**config.mk**
```make
export PLATFORM = sky130hd
export DESIGN_NAME = program_counter_stack
export DESIGN_NICKNAME = d
export VERILOG_FILES = /design/src/rtl/program_counter_stack.sv
export SDC_FILE = /design/constraint.sdc
export NUM_CORES = 1
export LEC_CHECK = 0
export ABC_AREA = 1
export BUFFER_PORTS_ARGS = -buffer_cell sky130_fd_sc_hd__clkbuf_2
export CAP_MARGIN = 20
export CORE_ASPECT_RATIO = 2
export CORE_UTILIZATION = 38
export DETAILED_ROUTE_END_ITERATION = 8
export SLEW_MARGIN = 20
export SYNTH_ARGS = -nofsm -noshare
export SYNTH_HDL_FRONTEND = slang
export SYNTH_SLANG_ARGS = --single-unit
```
**constraint.sdc**
```tcl
create_clock -name clk -period 2.04 [get_ports clk]
set_input_delay 0.102 -clock clk [delete_from_list [all_inputs] [get_ports clk]]
set_output_delay 0.102 -clock clk [all_outputs]
set_load 0.01 [all_outputs]
```
**src/rtl/program_counter_stack.sv**
```systemverilog
// Program counter with a LIFO hardware return stack for the fetch stage.
// Optional relative branch (rel/relOffset ports) is enabled by defining PC_REL_BRANCH_EN.
module program_counter_stack #(
  parameter int               WIDTH       = 12,
  parameter int               DEPTH       = 4,
  parameter logic [WIDTH-1:0] RESET_VALUE = '0
) (
  input  logic                       clk,
  input  logic                       reset,
  input  logic                       enabled,
  input  logic                       load,
  input  logic                       call,
  input  logic                       ret,
  input  logic [WIDTH-1:0]           loadData,
`ifdef PC_REL_BRANCH_EN
  input  logic                       rel,
  input  logic [WIDTH-1:0]           relOffset,
`endif
  output logic [WIDTH-1:0]           outValue,
  output logic [$clog2(DEPTH+1)-1:0] stackDepth,
  output logic                       stackFull,
  output logic                       stackEmpty,
  output logic                       stackErr,
  output logic                       wrapped
);

  localparam int DW    = $clog2(DEPTH+1);
  // Stack storage is sized to the full depth-counter range so the counter indexes it directly.
  localparam int SLOTS = 1 << DW;

  function automatic logic [WIDTH-1:0] pc_inc(input logic [WIDTH-1:0] pc);
    return pc + WIDTH'(1);
  endfunction

`ifdef PC_REL_BRANCH_EN
  function automatic logic [WIDTH-1:0] pc_rel(input logic [WIDTH-1:0] pc,
                                               input logic [WIDTH-1:0] off);
    logic signed [WIDTH-1:0] soff;
    logic signed [WIDTH-1:0] spc;
    soff = $signed(off);
    spc  = $signed(pc);
    return $unsigned(spc + soff);
  endfunction
`endif

  logic [WIDTH-1:0] pc_p0, pc_nxt;
  logic [DW-1:0]    depth_p0, depth_nxt, top_idx;
  logic             full_p0, empty_p0, err_p0, wrap_p0;
  logic             err_nxt, wrap_nxt, push;
  logic [WIDTH-1:0] stack_p0 [SLOTS];

  assign top_idx = depth_p0 - DW'(1);

  always_comb begin
    pc_nxt    = pc_p0;
    depth_nxt = depth_p0;
    err_nxt   = err_p0;
    wrap_nxt  = 1'b0;
    push      = 1'b0;
    if (load) begin
      pc_nxt = loadData;
    end else if (call) begin
      if (!full_p0) begin
        push      = 1'b1;
        depth_nxt = depth_p0 + DW'(1);
        pc_nxt    = loadData;
      end else begin
        err_nxt = 1'b1;
      end
    end else if (ret) begin
      if (!empty_p0) begin
        depth_nxt = top_idx;
        pc_nxt    = stack_p0[top_idx];
      end else begin
        err_nxt = 1'b1;
      end
`ifdef PC_REL_BRANCH_EN
    end else if (rel) begin
      pc_nxt = pc_rel(pc_p0, relOffset);
`endif
    end else if (enabled) begin
      pc_nxt   = pc_inc(pc_p0);
      wrap_nxt = &pc_p0;
    end
  end

  // Stage p0: architectural state and registered status flags
  always_ff @(posedge clk or posedge reset) begin
    if (reset) begin
      pc_p0    <= RESET_VALUE;
      depth_p0 <= '0;
      full_p0  <= 1'b0;
      empty_p0 <= 1'b1;
      err_p0   <= 1'b0;
      wrap_p0  <= 1'b0;
    end else begin
      pc_p0    <= pc_nxt;
      depth_p0 <= depth_nxt;
      full_p0  <= (depth_nxt == DW'(DEPTH));
      empty_p0 <= (depth_nxt == '0);
      err_p0   <= err_nxt;
      wrap_p0  <= wrap_nxt;
    end
  end

  // Return addresses are plain data: no reset, contents are don't-care while unused.
  always_ff @(posedge clk) begin
    if (push) stack_p0[depth_p0] <= pc_inc(pc_p0);
  end

  assign outValue   = pc_p0;
  assign stackDepth = depth_p0;
  assign stackFull  = full_p0;
  assign stackEmpty = empty_p0;
  assign stackErr   = err_p0;
  assign wrapped    = wrap_p0;

endmodule

```
---- Word-level counts from Yosys, hierarchy flattened ----
Memory sizes are Yosys's and may differ from the RTL's.
Cells that the tools add are included.
storage, ports and cells
  word-level logic and storage cells ...... 46
  memories ................................ 1
  bits in registers ....................... 19
  bits in writable memories ............... 96
  bits of input ports ..................... 18
memories
  name      words  bits a word  rd ports  clocked after memory_dff  write ports  RTL line  text
  stack_p0  8      12           1         0                         1            50        logic [WIDTH-1:0] stack_p0 [SLOTS];
operators by class
  multiplexer cells ....................... 24
  reductions and logical operators ........ 7
  bitwise logic cells ..................... 1
  add/subtract/negate cells ............... 3
  eq/ne operators ......................... 4
operators with widths
  kind                   number
  $mux 12                6
  $mux 3                 5
  $mux 1                 13
  $add 12x1->12 const B  1
  $reduce_and 12->1      1
  $ne 4x4->1 const B     1
  $reduce_and 4->1       1
  $reduce_bool 2->1      2
  $reduce_bool 4->1      1
  $add 3x1->3 const B    1
  $eq 3x3->1 const B     1
  $logic_not 3->1        1
  $ne 3x3->1 const B     1
  $reduce_and 3->1       1
  $sub 3x1->3 const B    1
  $ne 2x1->1 const B     1
  $not 1->1              1

---- Logic depth before layout (Yosys ltp) ----
Gate-level depths: netlist of run 1.
  word-level depth ........................ 6
  gate-level depth with buffers ........... 13
  depth with buffers taken out ............ 11

---- Least setup slack after synthesis of run 1 ----
OpenSTA, ideal clock, no wires.
  path type ............................... register to register
  start ................................... register depth_p0[0] (netlist: stackDepth[0])
  end ..................................... register pc_p0[1] (netlist: outValue[1])
  setup time .............................. 0.116 ns
  period minus slack after synthesis ...... 1.918 ns
  slack ................................... 0.122 ns
  arrival ................................. 1.802 ns
  cell stages (with the launch flop) ...... 14
  required time ........................... 1.924 ns
  cells stage by stage .................... dfrtp_1 > buf_2 > inv_2 > buf_2 > ha_1 > inv_2 > buf_2 > nor2_1 > o21ai_0 > nand3_1 > nand3_1 > nand2_1 > nand2_1 > nand2_1
between the ends
  longest elaborated chain between the ends .. 6
RTL lines
  element                   RTL line  text
  start: declaration        47        logic [DW-1:0] depth_p0, depth_nxt, top_idx;
  start signal: assignment  98        depth_p0 <= depth_nxt;
  $sub 3x1->3               52        assign top_idx = depth_p0 - DW'(1);
  $mem_v2 8x12              n/a
  $mux 12                   71        if (!empty_p0) begin
  $mux 12                   70        end else if (ret) begin
  $mux 12                   62        end else if (call) begin
  $mux 12                   60        if (load) begin
  end signal: assignment    97        pc_p0 <= pc_nxt;
  end: declaration          46        logic [WIDTH-1:0] pc_p0, pc_nxt;
Every way passes these cells. The select of a mux whose other input is x is not followed.
A chain may end at the register's enable or synchronous reset.

---- Final worst setup path of run 1 ----
  start ................................... register depth_p0[0] (netlist: stackDepth[0])
  end ..................................... register pc_p0[10] (netlist: outValue[10])
The elaborated chain is that of the path after synthesis.

==> out/results.ini, run 1 <==
[sta]
fin_setup_tns_ns=0
slew_headroom_pct=41.1
clock-skew-final_ns=0.00826
timing_max_transition_violations_final=0
finalCriticalPeriod_ns=1.86
fin_ws_ns=0.181
final-hold-violation-count=0
hold_ws_ns=0.0260
final.period_utilization_pct=91.1
timing_worst_slew_pin_value_ns=0.882
setup_repair_after_global_routing_missed_its_margin=no
achievable_freq_ghz=0.538
setup_violations=0

[clocking]
cts_sinks=115
clock_insertion_delay_worst_skew_ns=0.41
ctsHtreeMaxLevel=4
numCtsBuffers=17
clock_pin_slew_on_the_worst_setup_and_hold_paths_ns=0.05
post-cts-setup-buffers=0
cts-root-buf=sky130_fd_sc_hd__clkbuf_16
cts.path.max_buffers=2
tritoncts_clock_tree=built

[cells_and_area]
area_of_combinational_cells_with_multiple_inputs_um2=1620
fillCellCount=1244
finish.cell_count_without_fillers=768
final_area_um2=6390
layout-drive-gt1-share_pct=15.2
number_of_inserted_diodes=0
final-seq-area_um2=3360
final_util_pct=47.3
final_nets=622
synthToLayoutAreaGrowth_pct=20.9

[critical_path]
cp-startpoint=stackDepth[0]
critical_path_peak_fanout=19
worstSetupPathType=flop to flop
setup.worst_path.start_class=flop
regToRegSetupSlack_ns=0.18
worst_reg2reg_path_startpoint=stackDepth[0]
worst_ep_required_time_ns=2.35
cp.arrival_ns=2.17
timing.rr.end=outValue[10]
rr_worst_depth=10
worstSetupEndpointType=flop

[power]
swShare_pct=37.7
internal_power_mw=6.06
power.net_switching_mw=3.66
combinationalPowerShare_pct=38.0
power_leakage_nw=2.62
post-layout-total-power_mw=9.72
power_density_nw_per_um2=1520
max-vdd-ir-drop_mv=0.884
share_seq_of_total_power_pct=33.4
power.share.clock_pct=28.6

[synthesis]
dominant_combinational_cell_family_by_area_after_synthesis=simple AND/OR/NAND/NOR gates
netlist.top_cell.by_area=sky130_fd_sc_hd__edfxtp_1
synth_top_cell_area_share_pct=54.6
synth_area_per_cell_um2=9.69
ys_ff_latch=115
synth_commonest_cells=sky130_fd_sc_hd__nor2_1 (109), sky130_fd_sc_hd__nand2_1 (105), sky130_fd_sc_hd__edfxtp_1 (96)
sequential_to_total_area_share_from_yosys_stat_pct=63.6
syn-num-nets=566
post_synth_main_area_contributors=sky130_fd_sc_hd__edfxtp_1 (55%), sky130_fd_sc_hd__dfrtp_1 (8.5%), sky130_fd_sc_hd__nor2_1 (7.7%)
synth_enable_flop_cells=96
synth.mux.area_fraction_pct=0
synth-main-ff-cell=sky130_fd_sc_hd__edfxtp_1
post_synth_and_or_nand_nor_area_fraction_pct=23.1
xor_xnor_share_of_the_synthesized_area_pct=0.663
ys_async_sr_fraction_pct=16.5
synth-adder-area-share_pct=0.711
synth-compound-area-share_pct=6.18
synthesis.yosys.warnings=0
syn-cell-area_um2=5280
synth_most_common_cell=sky130_fd_sc_hd__nor2_1
syn_inst=545
synthDistinctLibCells=31

[floorplan]
floorplan.initialDensity_pct=39.1
chipWidth_um=85.4
die-area_um2=14400
placement_rows=60
die_height_um=169
io_pins=37
placeableCoreArea_um2=13500

[place]
placedCellCount=735
dpl_cell_area_um2=5820
dpl.hpwl_um=8930
place.port_buffers=36
pre_cts_slack_ns=0.157
gp_congestion=0.835

[worst_hold_path]
hold_path.class=primary input to flop
min_delay_path_depth=5
end_point_of_the_most_critical_hold_path=outValue[3]
hold_path.startpoint=loadData[3]

[routing]
route.antenna.remaining_nets=0
post_drt_wl_per_cell_um=17.1
routed_wl_um=13100
vias_per_cell=5.16
vias=3963
remaining_drc_errors=0
detailedRoute.firstPassIterationCount=5
drtIter0Drc=299

[job]
drv.max_cap_violation_count=0

[grt]
maximum_number_of_pins_on_one_net_before_global_route_repair=53
grt.total_usage_pct=19.6
first_global_vias=3856
global_route.overflow_total=0
grt_antenna_before_repair=0
grt_first_pass_wirelength_um=20600

[run_status]
result_of_the_run=finished clean

-- cell families (layout without fill, tap and decap cells) --
kind of cell               after synthesis  after routing
and+or+nand+nor                        291            291
DFF                                    115            115
buffers and inverters                   71            139
AOI/OAI and AO/OA                       61             61
xor gates and xnor gates                 4              4
adders and majority gates                3              3
-- final cells by class --
| class | count | share of cell area [%] |
|---|---|---|
| sequential | 115 | 52.6 |
| clock inverter | 12 | 1.82 |
| timing repair buffer | 61 | 7.60 |
| tap | 155 | 3.04 |
| clock buffer | 19 | 6.78 |
| inverter | 47 | 2.82 |
| multi-input combinational | 359 | 25.3 |
-- state kept, by name, indices dropped and copies added (netlist names) --
| signal | count |
|---|---|
| wrapped | 1 |
| stackDepth | 3 |
| stackErr | 1 |
| stackFull | 1 |
| stackEmpty | 1 |
| outValue | 12 |
| stack_p0 | 96 |
-- critical path: stages (launching register included) --
cell and delay (ns):
sky130_fd_sc_hd__dfrtp_1 0.40, sky130_fd_sc_hd__inv_2 0.07, sky130_fd_sc_hd__ha_1 0.35, sky130_fd_sc_hd__buf_4 0.29, sky130_fd_sc_hd__nor2_1 0.07, sky130_fd_sc_hd__o21ai_0 0.14, sky130_fd_sc_hd__nand3_1 0.14, sky130_fd_sc_hd__nand3_1 0.10
sky130_fd_sc_hd__nand3_1 0.07, sky130_fd_sc_hd__nand2_1 0.07, sky130_fd_sc_hd__inv_1 0.04
-- worst max path at each step --
stage	slack, ns	to	cells after the start
after floorplan	0.12	outValue[1]	13
after global placement	0.22	stackEmpty	8
after detailed placement	0.16	stackEmpty	8
after CTS	0.14	stackEmpty	8
after global routing	0.04	stackEmpty	8
final	0.18	outValue[10]	10
-- placed cells by master, fill, tap and decap left out, drive strengths merged, types with 2 or more instances in the layout --
master	instances
a21boi	2
a21oi	8
and2	6
buf	23
bufinv	2
clkbuf	55
clkinv	8
clkinvlp	3
dfrtp	18
dlygate4sd3	2
edfxtp	96
ha	3
inv	46
nand2	106
nand3	60
nand4	2
nor2	110
nor3	4
o211ai	4
o21ai	46
or2	2
xor2	3
-- power by group through the flow --
stage                     Clock (mW)  Sequential, mW  Combinational, mW
final                           2.78            3.25               3.69
after global routing            2.89            3.28               4.13
after CTS                       2.79            3.25               3.69
after detailed placement           0            3.29               3.66
after global placement             0            3.28               3.61
after floorplan                    0            3.30               2.44
-- per-layer routing --
metal / track usage (%) / up-vias / part of all wire [%]
met3: 3.27 / 26 / 3.3
met2: 35.5 / 114 / 54
met5: 0 / - / 0
li1: - / 1941 / -
met4: 10.3 / 0 / 3.3
met1: 21.6 / 1882 / 39
-- what timing repair did --
action,4_1_cts,5_1_grt
hold buffers,2,0
resized for setup,0,2
endpoints found under the hold margin,19,0
endpoints found under the setup margin,0,2
(Power assumes the default switching activity.)
==> run 2: changes to the inputs <==
Settings changed: CELL_PAD_IN_SITES_DETAIL_PLACEMENT set to 0, CELL_PAD_IN_SITES_GLOBAL_PLACEMENT set to 2, CTS_BUF_LIST set to sky130_fd_sc_hd__clkbuf_4, PLACE_DENSITY_LB_ADDON set to 0.1.
==> out/results.ini, run 2 (synthesized netlist as in run 1, its figures left out) <==
[run_status]
result_of_the_run=finished clean

[power]
power.net_switching_mw=3.66  ; about the same
combinationalPowerShare_pct=44.1  ; +6.1 points
swShare_pct=41.8  ; +4.1 points
power.share.clock_pct=18.8  ; -9.8 points
share_seq_of_total_power_pct=37.1  ; +3.7 points
power_leakage_nw=2.57  ; -2.1%
internal_power_mw=5.10  ; -16%
max-vdd-ir-drop_mv=0.966  ; +9.4%
power_density_nw_per_um2=1400  ; -8.0%

[routing]
routed_wl_um=14300  ; +8.6%
vias=4036  ; +1.8%
post_drt_wl_per_cell_um=18.2  ; +6.3%
drtIter0Drc=217  ; -27%
remaining_drc_errors=0  ; unchanged
route.antenna.remaining_nets=0  ; unchanged
detailedRoute.firstPassIterationCount=5  ; unchanged
vias_per_cell=5.14  ; -0.36%

[cells_and_area]
final_common_cell=sky130_fd_sc_hd__nor2_1
final_area_um2=6260  ; -2.0%
final-seq-area_um2=3360  ; unchanged
most-common-layout-cells=sky130_fd_sc_hd__nor2_1 (109), sky130_fd_sc_hd__nand2_1 (105), sky130_fd_sc_hd__edfxtp_1 (96)
synthToLayoutAreaGrowth_pct=18.5
area_of_combinational_cells_with_multiple_inputs_um2=1620  ; unchanged
largest-register=stack_p0
finish.cell_count_without_fillers=785  ; +2.2%
largest_register_ff_count=96  ; unchanged
layout-drive-gt1-share_pct=16.4  ; +1.2 points
fillCellCount=1329  ; +6.8%
final_nets=637  ; +2.4%

[sta]
setup_repair_after_global_routing_missed_its_margin=no
timing_max_transition_violations_final=0  ; unchanged
timing_worst_slew_pin_value_ns=0.862  ; -0.0199 ns
clock-skew-final_ns=0.0188  ; +0.0106 ns
fin_setup_tns_ns=0  ; unchanged
finalCriticalPeriod_ns=1.86  ; +0.00315 ns
fin_ws_ns=0.178  ; -0.00315 ns
setup_violations=0  ; unchanged
achievable_freq_ghz=0.537  ; -0.17%
final-hold-violation-count=0  ; unchanged
final.period_utilization_pct=91.3  ; +0.15 points
slew_headroom_pct=42.5  ; +1.3 points

[critical_path]
worst_path_largest_cell_delay_ns=0.43  ; +0.03 ns
cp_cell_sequence=inv_2 -> buf_4 -> buf_4 -> nand2_1 -> nand2_1 -> nand2_1 -> nand3_1 -> nand3_1 -> nand3_1 -> nand2_1 -> nand2_1
rr_worst_depth=11  ; +1
cp-startpoint=stackDepth[0]
critical_path_peak_fanout=30  ; +11
worstSetupPathType=flop to flop
timing.rr.end=outValue[9]
worst_ep_required_time_ns=2.50  ; +0.15 ns
cp.arrival_ns=2.33  ; +0.16 ns
critPathCapture=outValue[9]
worstSetupEndpointType=flop
regToRegSetupSlack_ns=0.18  ; about the same
setup.worst_path.start_class=flop
worst_reg2reg_path_startpoint=stackDepth[0]
worst_path_max_delay_cell=sky130_fd_sc_hd__dfrtp_1
cp_common_cell=sky130_fd_sc_hd__nand2_1

[clocking]
cts_sinks=115  ; unchanged
cts.path.max_buffers=2  ; unchanged
cts-root-buf=sky130_fd_sc_hd__clkbuf_4
clock_pin_slew_on_the_worst_setup_and_hold_paths_ns=0.11  ; +0.06 ns
clock_insertion_delay_worst_skew_ns=0.52  ; +0.11 ns
numCtsBuffers=17  ; unchanged
ctsHtreeMaxLevel=4  ; unchanged
tritoncts_clock_tree=built

[grt]
grt_first_pass_wirelength_um=22000  ; +6.4%
grt_antenna_before_repair=1  ; +1
maximum_number_of_pins_on_one_net_before_global_route_repair=53  ; unchanged
first_global_vias=3893  ; +0.96%
global_route.overflow_total=0  ; unchanged
grt.total_usage_pct=21.1  ; +1.5 points

[worst_hold_path]
hold_path.class=primary input to flop

[place]
place.port_buffers=36  ; unchanged
dpl_cell_area_um2=5850  ; +0.52%
gp_congestion=0.768  ; -8.0%
placedCellCount=739  ; +0.54%
dpl.hpwl_um=9500  ; +6.4%
pre_cts_slack_ns=0.135  ; -0.0213 ns

[floorplan]
chipWidth_um=85.4  ; unchanged
placeableCoreArea_um2=13500  ; unchanged
io_pins=37  ; unchanged
placement_rows=60  ; unchanged
floorplan.initialDensity_pct=39.1  ; unchanged
die-area_um2=14400  ; unchanged
die_height_um=169  ; unchanged

[job]
drv.max_cap_violation_count=0  ; unchanged

run 2: power groups by stage:
stage	registers (mW)	clock network (mW)	logic [mW]
after floorplan	3.30	0	2.44
after global placement	3.30	0	3.80
after detailed placement	3.31	0	3.86
after CTS	3.26	1.67	3.89
after global routing	3.28	1.78	4.34
final	3.25	1.65	3.86
run 2: cell type report:
class | instances | share of cell area, %
diodes | 1 | 0.0400
well taps | 155 | 3.10
clock buffers | 18 | 2.16
multi-input cells | 359 | 25.9
flip-flops and latches | 115 | 53.7
inverters | 47 | 2.88
clock inverters | 14 | 2.22
repair buffers | 76 | 10.1
run 2: repair_timing:
item / 4_1_cts / 5_1_grt
hold buffers: 13 / 0
gates resized for setup: 0 / 3
buffers inserted: 0 / 0
hold endpoints to repair: 32 / 0
endpoints found under the setup margin: 0 / 3
run 2: per-stage QoR:
stage	total power, mW	hold slack, ns	utilization (%)
after floorplan	5.74	0.0524	-
after global placement	7.10	0.314	43.3
after detailed placement	7.17	0.304	43.3
after CTS	8.82	0.0194	46.3
after global routing	9.40	0.0504	46.3
final	8.76	0.0406	46.3
run 2: per-layer routing:
| metal | global-route usage [%] | routed length, µm | vias to the layer above |
|---|---|---|---|
| li1 | - | - | 1966 |
| met1 | 24.9 | 5890 | 1948 |
| met2 | 37.8 | 7670 | 103 |
| met3 | 3.56 | 454 | 19 |
| met4 | 8.19 | 262 | 0 |
| met5 | 0 | 0 | - |
run 2: critical path: cells and delay by family (launching register included):
family | cells | cell delay (ns)
AND/OR/NAND/NOR | 8 | 0.67
buffers and inverters | 3 | 0.69
flip-flops | 1 | 0.43
run 2: how the worst min path moves through the flow:
stage                           start      endpoint  slack [ns]  cells past startpoint
after global routing      loadData[6]   outValue[6]        0.05                      7
after detailed placement        reset      stackErr        0.30                      2
after floorplan                 reset   outValue[0]        0.05                      1
final                     loadData[6]   outValue[6]        0.04                      7
after CTS                 loadData[6]   outValue[6]        0.02                      7
after global placement          reset  outValue[11]        0.31                      2
==> run 3: changes to the inputs <==
Settings changed: CAP_MARGIN 20 to unset, CTS_BUF_LIST sky130_fd_sc_hd__clkbuf_4 to sky130_fd_sc_hd__clkbuf_16.
==> out/results.ini, run 3 (synthesized netlist as in run 1, its figures left out) <==
[run_status]
result_of_the_run=finished clean

[clocking]
cts_sinks=115  ; unchanged
post-cts-setup-buffers=0  ; unchanged
ctsHtreeMaxLevel=4  ; unchanged
tritoncts_clock_tree=built
clock_insertion_delay_worst_skew_ns=0.41  ; -0.11 ns
numCtsBuffers=17  ; unchanged
cts-root-buf=sky130_fd_sc_hd__clkbuf_16
clock_pin_slew_on_the_worst_setup_and_hold_paths_ns=0.06  ; -0.05 ns
cts.path.max_buffers=2  ; unchanged

[grt]
grt.total_usage_pct=21.2  ; +0.14 points
maximum_number_of_pins_on_one_net_before_global_route_repair=53  ; unchanged
grt_first_pass_wirelength_um=22100  ; +0.69%
global_route.overflow_total=0  ; unchanged
grt_antenna_before_repair=0  ; -1
first_global_vias=3897  ; +0.10%

[cells_and_area]
largest-register=stack_p0
final_util_pct=47.6  ; +1.3 points
synthToLayoutAreaGrowth_pct=21.8
final-seq-area_um2=3360  ; unchanged
final_nets=626  ; -1.7%
layout-drive-gt1-share_pct=16.5  ; +0.13 points
number_of_inserted_diodes=0  ; -1
most-common-layout-cells=sky130_fd_sc_hd__nor2_1 (109), sky130_fd_sc_hd__nand2_1 (105), sky130_fd_sc_hd__edfxtp_1 (96)
final_common_cell=sky130_fd_sc_hd__nor2_1
finish.cell_count_without_fillers=773  ; -1.5%
largest_register_ff_count=96  ; unchanged
fillCellCount=1307  ; -1.7%
area_of_combinational_cells_with_multiple_inputs_um2=1620  ; unchanged

[critical_path]
setup.worst_path.start_class=flop
worstSetupEndpointType=flop
cp_common_cell=sky130_fd_sc_hd__nand3_1
worst_ep_required_time_ns=2.34  ; -0.16 ns
worstSetupPathType=flop to flop
critical_path.top_delay_family=simple AND/OR/NAND/NOR gates
cp_num_buf_inv=3  ; unchanged
cp.arrival_ns=2.18  ; -0.15 ns
cp_cell_sequence=inv_2 -> ha_1 -> buf_4 -> nor2_1 -> o21ai_0 -> nand3_1 -> nand3_1 -> nand3_1 -> nand2_1 -> inv_1
worst_path_max_delay_cell=sky130_fd_sc_hd__dfrtp_1
critical_path_peak_fanout=24  ; -20%
worst_path_largest_cell_delay_ns=0.40  ; -0.03 ns

[sta]
timing_worst_slew_pin_value_ns=0.859  ; -0.00343 ns
setup_repair_after_global_routing_missed_its_margin=no
clock-skew-final_ns=0.00806  ; -0.0108 ns
achievable_freq_ghz=0.532  ; -0.90%
slew_headroom_pct=42.7  ; +0.23 points
final.period_utilization_pct=92.1  ; +0.83 points
finalCriticalPeriod_ns=1.88  ; +0.0169 ns
setup_violations=0  ; unchanged
timing_max_transition_violations_final=0  ; unchanged
hold_ws_ns=0.0187  ; -0.0219 ns
fin_setup_tns_ns=0  ; unchanged
final-hold-violation-count=0  ; unchanged

[place]
gp_congestion=0.768  ; unchanged
placedCellCount=739  ; unchanged
place.port_buffers=36  ; unchanged
dpl.hpwl_um=9500  ; unchanged

[routing]
detailedRoute.firstPassIterationCount=6  ; +1
remaining_drc_errors=0  ; unchanged
vias=3940  ; -2.4%
vias_per_cell=5.10  ; -0.86%
route.antenna.remaining_nets=0  ; unchanged
drtIter0Drc=209  ; -3.7%
routed_wl_um=14200  ; -0.67%
post_drt_wl_per_cell_um=18.4  ; +0.88%

[floorplan]
die-area_um2=14400  ; unchanged
die_height_um=169  ; unchanged
placeableCoreArea_um2=13500  ; unchanged
placement_rows=60  ; unchanged
io_pins=37  ; unchanged
floorplan.initialDensity_pct=39.1  ; unchanged
chipWidth_um=85.4  ; unchanged

[power]
post-layout-total-power_mw=9.92  ; +13%
power_leakage_nw=2.65  ; +3.3%
max-vdd-ir-drop_mv=0.887  ; -8.3%
power_density_nw_per_um2=1540  ; +10%

[worst_hold_path]
hold_path.class=primary input to flop

[job]
drv.max_cap_violation_count=0  ; unchanged

-- run 3: cell types whose count changed in the layout (fill, tap and decap cells not counted), sizes merged --
cell and change:
clkbuf -1, diode -1, dlygate4sd3 -11, inv +1
-- run 3: path summary, 6_finish.rpt --
check                               from     endpoint  slack [ns]  cells after the start
min in group asynchronous          reset     stackErr        0.40                      3
min reg2reg                     stackErr     stackErr        0.46                      2
max reg2reg                stackDepth[0]  outValue[8]        0.16                     10
min                          loadData[1]  outValue[1]        0.02                      5
max in group asynchronous          reset  outValue[8]        1.10                      3
max                        stackDepth[0]  outValue[8]        0.16                     10
-- run 3: layout make-up --
cell class                      instances  share of cell area (%)
Clock buffer                           17                    6.61
Clock inverter                         15                    2.22
Inverter                               47                    2.80
Multi-Input combinational cell        359                    25.2
Sequential cell                       115                    52.2
Tap cell                              155                    3.01
Timing Repair Buffer                   65                    8.01
-- run 3: per-stage QoR --
step           setup WS (ns)  area [µm²]
2_1_floorplan          0.122        5280
3_3_place_gp           0.176        5850
3_5_place_dp           0.135        5850
4_1_cts                0.110        6430
5_1_grt              0.00143        6440
6_report               0.161        6440
-- run 3: metal layers --
metal  vias up  GRT usage [%]  part of all wire [%]
met5         -              0                     0
met2        80           38.2                    54
li1       1937              -                     -
met1      1908           25.3                    41
met3        15           4.14                   3.9
met4         0           6.45                   1.7
-- run 3: report_power, final --
part | switching, mW | internal [mW] | total (mW)
clock network | 1.06 | 1.78 | 2.84
logic | 2.54 | 1.28 | 3.82
registers | 0.192 | 3.07 | 3.26
total | 3.79 | 6.13 | 9.92
-- run 3: worst reg2reg max path, cell delays in order (launching register included) --
cell and delay (ns):
sky130_fd_sc_hd__dfrtp_1 0.40, sky130_fd_sc_hd__inv_2 0.05, sky130_fd_sc_hd__ha_1 0.36, sky130_fd_sc_hd__buf_4 0.33
sky130_fd_sc_hd__nor2_1 0.09, sky130_fd_sc_hd__o21ai_0 0.10, sky130_fd_sc_hd__nand3_1 0.11, sky130_fd_sc_hd__nand3_1 0.15
sky130_fd_sc_hd__nand3_1 0.09, sky130_fd_sc_hd__nand2_1 0.06, sky130_fd_sc_hd__inv_1 0.03
-- run 3: timing repair --
| item | 4_1_cts | 5_1_grt |
|---|---|---|
| endpoints found under the setup margin | 0 | 1 |
| hold buffers | 2 | 0 |
| resized for setup | 0 | 2 |
| hold endpoints to repair | 19 | 0 |
